`src/rtl/two_mode_timer_ctrl.sv`:
```
// -----------------------------------------------------------------------------
// two_mode_timer_ctrl
//
// Control core of the two-mode timer. Holds the IDLE/RUN/PAUSE/DONE state
// machine, the 10 ms prescaler and the binary display counters that feed the
// seven-segment encoder.
//   Mode 0 : stopwatch, seconds.centiseconds counting up, saturates at 99.99
//   Mode 1 : countdown, minutes:seconds counting down from a clamped preset
//
// Ports
//   Clk        in   system clock, rising edge
//   Reset      in   synchronous, active-high
//   StartStop  in   pulse: start / pause / resume
//   Clear      in   pulse: back to IDLE with the counts reloaded
//   ModeIn     in   requested mode, taken only while IDLE
//   LoadMin    in   [7:0] countdown preset minutes (clamped to 99)
//   LoadSec    in   [7:0] countdown preset seconds (clamped to 59)
//   Lap        in   pulse: display freeze toggle (only with TIMER_LAP_EN)
//   MSBBinary  out  [7:0] seconds (mode 0) or minutes (mode 1)
//   LSBBinary  out  [7:0] centiseconds (mode 0) or seconds (mode 1)
//   ModeSel    out  latched mode
//   Running    out  high only in RUN
//   Done       out  high only in DONE
//
// Build option
//   TIMER_LAP_EN : when defined, Lap freezes the displayed value in RUN while
//                  the internal counts keep going. Undefined: Lap is ignored.
// -----------------------------------------------------------------------------
module two_mode_timer_ctrl #(
  parameter int TICK_DIV = 500000
) (
  input  logic       Clk,
  input  logic       Reset,
  input  logic       StartStop,
  input  logic       Clear,
  input  logic       ModeIn,
  input  logic [7:0] LoadMin,
  input  logic [7:0] LoadSec,
  input  logic       Lap,
  output logic [7:0] MSBBinary,
  output logic [7:0] LSBBinary,
  output logic       ModeSel,
  output logic       Running,
  output logic       Done
);

  localparam int            PW        = (TICK_DIV > 2) ? $clog2(TICK_DIV) : 1;
  localparam logic [PW-1:0] PRESC_MAX = PW'(TICK_DIV - 1);

  typedef enum logic [1:0] {
    ST_IDLE,
    ST_RUN,
    ST_PAUSE,
    ST_DONE
  } state_t;

  function automatic logic [7:0] clamp8(input logic [7:0] v, input logic [7:0] lim);
    return (v > lim) ? lim : v;
  endfunction

  state_t        r_state;
  logic [PW-1:0] r_presc;
  logic [6:0]    r_cs;
  logic [7:0]    r_msb;
  logic [7:0]    r_lsb;
  logic          r_mode;
  logic          r_run;
  logic          r_done;

  state_t        w_state_nxt;
  logic [PW-1:0] w_presc_nxt;
  logic [6:0]    w_cs_nxt;
  logic [7:0]    w_msb_nxt;
  logic [7:0]    w_lsb_nxt;
  logic          w_mode_nxt;
  logic          w_tick;
  logic          w_term;
  logic [7:0]    w_min_clamp;
  logic [7:0]    w_sec_clamp;

  assign w_min_clamp = clamp8(LoadMin, 8'd99);
  assign w_sec_clamp = clamp8(LoadSec, 8'd59);
  assign w_tick      = (r_state == ST_RUN) && (r_presc == PRESC_MAX);

  always_comb begin
    w_state_nxt = r_state;
    w_presc_nxt = r_presc;
    w_cs_nxt    = r_cs;
    w_msb_nxt   = r_msb;
    w_lsb_nxt   = r_lsb;
    w_mode_nxt  = r_mode;
    w_term      = 1'b0;

    case (r_state)
      ST_IDLE: begin
        // Counts continuously track the preset so the display shows it.
        w_mode_nxt  = ModeIn;
        w_msb_nxt   = ModeIn ? w_min_clamp : 8'd0;
        w_lsb_nxt   = ModeIn ? w_sec_clamp : 8'd0;
        w_cs_nxt    = 7'd0;
        w_presc_nxt = '0;
        if (StartStop) begin
          if (ModeIn && (w_min_clamp == 8'd0) && (w_sec_clamp == 8'd0))
            w_state_nxt = ST_DONE;
          else
            w_state_nxt = ST_RUN;
        end
      end

      ST_RUN: begin
        w_presc_nxt = w_tick ? '0 : r_presc + 1'b1;
        if (w_tick) begin
          if (!r_mode) begin
            if (r_lsb >= 8'd99) begin
              if (r_msb < 8'd99) begin
                w_lsb_nxt = 8'd0;
                w_msb_nxt = r_msb + 8'd1;
              end
            end else begin
              w_lsb_nxt = r_lsb + 8'd1;
            end
            w_term = (w_msb_nxt == 8'd99) && (w_lsb_nxt == 8'd99);
          end else begin
            // Internal centisecond counter; its wrap is one elapsed second.
            if (r_cs >= 7'd99) begin
              w_cs_nxt = 7'd0;
              if (r_lsb != 8'd0) begin
                w_lsb_nxt = r_lsb - 8'd1;
              end else if (r_msb != 8'd0) begin
                w_lsb_nxt = 8'd59;
                w_msb_nxt = r_msb - 8'd1;
              end
              w_term = (w_msb_nxt == 8'd0) && (w_lsb_nxt == 8'd0);
            end else begin
              w_cs_nxt = r_cs + 7'd1;
            end
          end
        end
        // Reaching the terminal count takes priority over a pause request.
        if (w_term)
          w_state_nxt = ST_DONE;
        else if (StartStop)
          w_state_nxt = ST_PAUSE;
      end

      ST_PAUSE: begin
        // Prescaler and counts hold, so resuming keeps the partial tick.
        if (StartStop)
          w_state_nxt = ST_RUN;
      end

      ST_DONE: begin
      end

      default: w_state_nxt = ST_IDLE;
    endcase

    // Clear beats StartStop; reload on the same edge using the latched mode
    // so ModeSel stays frozen until IDLE is actually entered.
    if (Clear && (r_state != ST_IDLE)) begin
      w_state_nxt = ST_IDLE;
      w_msb_nxt   = r_mode ? w_min_clamp : 8'd0;
      w_lsb_nxt   = r_mode ? w_sec_clamp : 8'd0;
      w_cs_nxt    = 7'd0;
      w_presc_nxt = '0;
    end
  end

  always_ff @(posedge Clk) begin
    if (Reset) begin
      r_state <= ST_IDLE;
      r_presc <= '0;
      r_cs    <= 7'd0;
      r_msb   <= 8'd0;
      r_lsb   <= 8'd0;
      r_mode  <= 1'b0;
      r_run   <= 1'b0;
      r_done  <= 1'b0;
    end else begin
      r_state <= w_state_nxt;
      r_presc <= w_presc_nxt;
      r_cs    <= w_cs_nxt;
      r_msb   <= w_msb_nxt;
      r_lsb   <= w_lsb_nxt;
      r_mode  <= w_mode_nxt;
      r_run   <= (w_state_nxt == ST_RUN);
      r_done  <= (w_state_nxt == ST_DONE);
    end
  end

  assign ModeSel = r_mode;
  assign Running = r_run;
  assign Done    = r_done;

`ifdef TIMER_LAP_EN
  logic       r_frz;
  logic       w_frz_nxt;
  logic [7:0] r_dmsb;
  logic [7:0] r_dlsb;

  always_comb begin
    w_frz_nxt = r_frz;
    if ((r_state == ST_RUN) && Lap)
      w_frz_nxt = ~r_frz;
    // Entering DONE or IDLE always shows the real count.
    if ((w_state_nxt == ST_DONE) || (w_state_nxt == ST_IDLE))
      w_frz_nxt = 1'b0;
  end

  always_ff @(posedge Clk) begin
    if (Reset) begin
      r_frz  <= 1'b0;
      r_dmsb <= 8'd0;
      r_dlsb <= 8'd0;
    end else begin
      r_frz <= w_frz_nxt;
      if (!w_frz_nxt) begin
        r_dmsb <= w_msb_nxt;
        r_dlsb <= w_lsb_nxt;
      end
    end
  end

  assign MSBBinary = r_dmsb;
  assign LSBBinary = r_dlsb;
`else
  logic w_lap_unused;
  assign w_lap_unused = Lap;

  assign MSBBinary = r_msb;
  assign LSBBinary = r_lsb;
`endif

endmodule

```
`config.mk`:
```
export PLATFORM = sky130hd
export DESIGN_NAME = two_mode_timer_ctrl
export DESIGN_NICKNAME = d
export VERILOG_FILES = /design/src/rtl/two_mode_timer_ctrl.sv
export SDC_FILE = /design/constraint.sdc
export NUM_CORES = 1
export LEC_CHECK = 0
export CAP_MARGIN = 20
export CORE_MARGIN = 2
export CORE_UTILIZATION = 50
export CTS_CLUSTER_SIZE = 20
export DETAILED_ROUTE_END_ITERATION = 8
export GPL_TIMING_DRIVEN = 1
export PLACE_DENSITY_LB_ADDON = 0.25
export SLEW_MARGIN = 20
export SYNTH_ARGS = -nofsm -noshare
export SYNTH_HDL_FRONTEND = slang
export SYNTH_SLANG_ARGS = --single-unit
```
`constraint.sdc`:
```
create_clock -name Clk -period 6 [get_ports Clk]
set_clock_uncertainty 0.2 [all_clocks]
set_input_delay 0.6 -clock Clk [delete_from_list [all_inputs] [get_ports Clk]]
set_output_delay 0.6 -clock Clk [all_outputs]
set_load 0.05 [all_outputs]
```
=== Word level (Yosys, flattened, before mapping) ===
Cells that the tools add are included.

* Word-level logic and storage cells: 104
* Flip-flop bits (word level): 47
* Input port bits: 22
* Memories kept: 0
* Bits in latches: 0
* Memory bits (read-only): 0
* Output and inout bits: 19
* Memory bits (writable): 0

* Equal/unequal tests: 11
* $mul: 0
* Mux-type cells: 55
* Shift operators: 0
* Divide/modulo/power cells: 0
* Add/sub/neg operators: 6
* Reductions and logical operators: 19
* $lt $le $gt $ge: 5
* Bitwise logic cells: 0

{| class="wikitable"
|+ Operators with widths
! kind !! number
|-
| $mux W8 || 36
|-
| $pmux W19 S2 || 1
|-
| $logic_not A8 Y1 || 4
|-
| $pmux W8 S2 || 2
|-
| $mux W7 || 3
|-
| $add A19 B1 Y19 const B || 1
|-
| $eq A19 B19 Y1 const B || 1
|-
| $mux W19 || 1
|-
| $add A8 B1 Y8 const B || 2
|-
| $eq A8 B7 Y1 const B || 2
|-
| $reduce_bool A8 Y1 || 2
|-
| $sub A8 B1 Y8 const B || 2
|-
| $pmux W7 S2 || 1
|-
| $mux W2 || 6
|-
| $ge A8 B7 Y1 const B || 1
|-
| $gt A8 B6 Y1 const B || 1
|-
| $gt A8 B7 Y1 const B || 1
|-
| $lt A8 B7 Y1 const B || 1
|-
| $add A7 B1 Y7 const B || 1
|-
| $ge A7 B7 Y1 const B || 1
|-
| $logic_and A1 B1 Y1 || 6
|-
| $pmux W2 S3 || 1
|-
| $reduce_and A3 Y1 || 2
|-
| $eq A2 B1 Y1 const B || 2
|-
| other kinds (9) || 15
|}

=== Longest topological paths before layout ===
* Word-level depth: 17
* Gate-level depth with buffers: 12
* Depth with buffers taken out: 10

=== Worst setup path after synthesis ===
No wires, ideal clock.

* Path kind: register to register
* From: register r_lsb[0], in the netlist LSBBinary[0]
* To: register r_run, in the netlist Running
* Path slack: 2,901 ps
* Path buffers: 2
* Cell stages (with the launch flop): 13
* Required time: 5,684 ps
* Arrival time: 2,784 ps
* Clock period less this slack: 3,099 ps
* Setup time: 116 ps
* Cells stage by stage: dfxtp_1 clkbuf_1 inv_1 ha_1 clkbuf_1 o21ba_2 o21bai_1 a21oi_1 o22ai_1 or4_1 a21oi_1 a211oi_1 and3_1

* Cells in the longest elaborated chain, start to end: 16
* Elaborated cells on any way between the ends: 38
* Classes of those cells: add/sub (2); order compare (1); eq/ne (3); mux (27); reduce/logical (5)

{| class="wikitable"
|+ Ends and longest elaborated chain
! what !! line !! source
|-
| start, declared || 65 || <nowiki>logic [7:0] r_lsb;</nowiki>
|-
| start signal, assigned || 184 || <nowiki>r_lsb <= w_lsb_nxt;</nowiki>
|-
| $sub A8 B1 Y8, or another cell as far along || 128 || <nowiki>w_lsb_nxt = r_lsb - 8'd1;</nowiki>
|-
| $mux W8 || 127 || <nowiki>if (r_lsb != 8'd0) begin</nowiki>
|-
| $mux W8 || 125 || <nowiki>if (r_cs >= 7'd99) begin</nowiki>
|-
| $mux W8 || 113 || <nowiki>if (!r_mode) begin</nowiki>
|-
| $mux W8 || 112 || <nowiki>if (w_tick) begin</nowiki>
|-
| $mux W8 || 94 || <nowiki>case (r_state)</nowiki>
|-
| $logic_not A8 Y1 || 133 || <nowiki>w_term = (w_msb_nxt == 8'd0) && (w_lsb_nxt == 8'd0);</nowiki>
|-
| $logic_and A1 B1 Y1 || 133 ||
|-
| $mux W1 || 125 ||
|-
| $mux W1 (*) || 113 ||
|-
| $mux W1 (*) || 112 ||
|-
| $mux W1 (*) || 94 ||
|-
| $mux W2 (*) || 140 || <nowiki>if (w_term)</nowiki>
|-
| $pmux W2 S3 (*) || 94 ||
|-
| $mux W2 (*) || 160 || <nowiki>if (Clear && (r_state != ST_IDLE)) begin</nowiki>
|-
| $eq A2 B1 Y1 (*) || 186 || <nowiki>r_run <= (w_state_nxt == ST_RUN);</nowiki>
|-
| end signal, assigned || 186 ||
|-
| end, declared || 67 || <nowiki>logic r_run;</nowiki>
|}

Mark *: on every way between the ends. The rest lies on a longest branch, timed or not. The select of a mux whose other input is x is not followed.
A chain may end at the register's enable or synchronous reset.

=== Worst setup path after layout ===
* From: register r_cs[0]
* To: register r_lsb[4], in the netlist LSBBinary[4]

* Cells in the longest elaborated chain, start to end: 3

{| class="wikitable"
|+ Ends and longest elaborated chain
! what !! line !! source
|-
| start, declared || 63 || <nowiki>logic [6:0] r_cs;</nowiki>
|-
| start signal, assigned || 182 || <nowiki>r_cs <= w_cs_nxt;</nowiki>
|-
| $ge A7 B7 Y1 || 125 ||
|-
| $ne A4 B2 Y1 (no line) || - ||
|-
| $reduce_and A3 Y1 (no line) || - ||
|}

Every way passes these cells.

==> run metrics <==
Syn Std Cell Area 3680 um2; via count of the first global-routing pass 3,778; RSZ-0062 raised after global routing false; clock latency at the later pin of the worst-skew pair 0.30 ns; antenna diode count 0; Gate Count Post-Synth 515; post-synthesis sequential element count 47; Slew Limit Headroom 27.4%; violation count after the first detailed-route iteration 251; Syn Area/Cell 7.15 um2; main flop type after synthesis dfxtp_1; result of the run complete, no violations; # port buffers 39; post-synthesis to final-layout area growth 12.8%; number of pins exceeding their max-slew limit in the final report 0; largest area contributor in the netlist dfxtp_1; total track usage 27.0%; quantity of gates resized following cts 0; Setup Total Neg Slack 0 ns; most common cell in the synthesized netlist nor2_1; async set-reset flop share out of synthesis 0%; die area 8070 um2; worst setup slack before clock tree synthesis 2.49 ns; root cell of the clock tree clkbuf_8; global placement routability congestion 0.972; most common library cells after synthesis nor2_1, nand2_1, dfxtp_1; final routed wirelength across all metal layers 11.1 mm; area of the multi-input gates 2570 um2; Post-synth EDFFs 0; fraction of the mapped netlist area in compound gates 28.3%; synthesized-area fraction occupied by xor and xnor cells 3.09%; number of standard-cell rows in the floorplan 31; hold-fix buffer count after cts 0; detailed placer's ending HPWL 8.17 mm; Post-CTS Setup Repair Bufs 0; number of antenna violations at the first check in global routing 0; portion of netlist area occupied by mux cells 0.815%; maxcap violations 0; synthesized-area fraction occupied by and/or/nand/nor cells 34.7%; fraction of final layout cells sized beyond drive strength 1 4.74%; clock edge transition at the registers on the reported setup and hold paths 0.08 ns; adder and majority cell fraction of the synthesized area 2.72%; Setup CP Type register to register; H-tree depth 2; count of unresolved DRC violations after routing 0; Cell variety after synth 71; clock tree from TritonCTS built; Final setup viols 0; initial standard-cell utilization of the core 51.3%; CP Max Fanout 21; number of CTS-inserted buffers 5; leakage power total 1.43 nW; Synth Net Count 545; wire per inst 17.7 um; Top Ports 41; vias per cell 6.40; proportion of netlist area held by the largest area contributor 25.5%; CP required 6.03 ns; combinational family with the most area after synthesis simple AND/OR/NAND/NOR gates; Critical Path AT 3.62 ns; length of the first detailed-routing pass in iterations 5; Final Hold Fails 0; aggregate global routing overflow 0; number of routed nets with antenna violations 0; Sequential cell area 941 um2; via total after detailed routing 4,009; area inside the core boundary 7180 um2; power per cell area 225 nW/um2; die span in y 89.8 um; sequential-to-total area share from yosys stat 25.5%; final worst slack 2.41 ns; maximum ir drop on the vdd rail 152 uV; cell types occupying the most area after synthesis dfxtp_1, nor2_1, nand2_1; post-route fraction of the period consumed by the critical path 59.8%; pin count of the biggest net entering global routing 30; total number of clock tree sinks 47; post-route minimum period 3.59 ns; Die W 89.8 um; worst hold path type register to register; maximum clock frequency 279 MHz; transition time of the tightest slew-check pin 1.09 ns; number of warnings reported in the yosys synthesis log 0; final layout net count 556; global-route wire length before repair 18.2 mm; Layout fillers 697; sort of element at the end of the critical path register; kind of launch point of the worst setup path register; number of buffers on the longest clock path 2
[layout make-up]
class                      count  area share (%)
clock inverter                 1           0.120
multi-input combinational    422            61.8
tap                           99            2.98
timing repair buffer          41            9.76
sequential                    47            22.7
clock buffer                   7            1.84
inverter                       9           0.813
[state kept, by name, indices dropped and copies added, names as in the netlist]
| name | flops |
|---|---|
| Done | 1 |
| r_cs | 7 |
| LSBBinary | 8 |
| MSBBinary | 8 |
| ModeSel | 1 |
| Running | 1 |
| r_state | 2 |
| r_presc | 19 |
[layout by cell type (no fill, tap or decap), drive strengths merged, types with 4 or more instances in the layout]
| cell type | instances |
|---|---|
| a31oi | 6 |
| nand3b | 12 |
| nor2b | 6 |
| a311oi | 11 |
| inv | 9 |
| xnor2 | 6 |
| o21ai | 38 |
| nand2 | 56 |
| o21a | 4 |
| clkdlybuf4s50 | 39 |
| a41oi | 6 |
| nand4b | 4 |
| nor4 | 13 |
| a21boi | 5 |
| dfxtp | 47 |
| a21oi | 34 |
| a211oi | 8 |
| o311a | 4 |
| a22oi | 4 |
| nand3 | 15 |
| and3 | 14 |
| nand4 | 14 |
| clkbuf | 7 |
| ha | 8 |
| nor2 | 63 |
| o21bai | 4 |
| nor3 | 20 |
| nand2b | 5 |
| xor2 | 7 |
[critical path: stages (launching register included)]
cell and delay, ns:
dfxtp_1 0.37, ha_1 0.27, a211o_1 0.25, o311ai_2 0.62, a2111oi_2 0.18, o21ai_1 0.57, nand2_1 0.55, o311ai_0 0.24
o21ai_0 0.15, nor2_1 0.10
[per-stage QoR]
| stage | util [%] | cell area (um2) | std cells | total power [mW] | hold WS [ns] |
|---|---|---|---|---|---|
| detailed placement | 56.7 | 4070 | 618 | 0.751 | 0.280 |
| floorplan | - | 3680 | 515 | 0.641 | 0.242 |
| global route | 57.9 | 4150 | 626 | 0.991 | 0.303 |
| global placement | 56.7 | 4070 | 618 | 0.746 | 0.269 |
| finish | 57.9 | 4150 | 626 | 0.935 | 0.293 |
| CTS | 57.9 | 4150 | 626 | 0.936 | 0.292 |
[routing by layer]
metal / part of all wire [%] / global-route usage [%] / up-vias
li1: - / - / 1942
met1: 44 / 35.7 / 1894
met2: 48 / 45.2 / 145
met3: 5.2 / 2.43 / 28
met4: 3.3 / 11.5 / 0
met5: 0 / 0 / -
[logic make-up (layout without fill, tap and decap cells)]
kind of cell	Yosys count	in the layout
adder cells (fa/ha/maj)	8	8
AND/OR/NAND/NOR	245	245
AO/OA/AOI/OAI	153	153
multiplexers	3	3
XOR/XNOR	13	13
buffers and inverters	46	58
flip-flops	47	47
[path summary, 6_finish.rpt]
| check | startpoint | endpoint | slack, ns | cells after the start |
|---|---|---|---|---|
| max reg2reg | r_cs[0] | LSBBinary[4] | 2.41 | 9 |
| max | r_cs[0] | LSBBinary[4] | 2.41 | 9 |
| min reg2reg | r_presc[18] | r_presc[18] | 0.29 | 1 |
| min | r_presc[18] | r_presc[18] | 0.29 | 1 |
[where the power goes]
part,total (mW),switching [mW],leakage (nW),internal [mW]
registers,0.381,0.0534,0.382,0.328
clock network,0.184,0.102,0.0422,0.0819
logic,0.370,0.234,1.00,0.136
(Power assumes the default switching activity.)
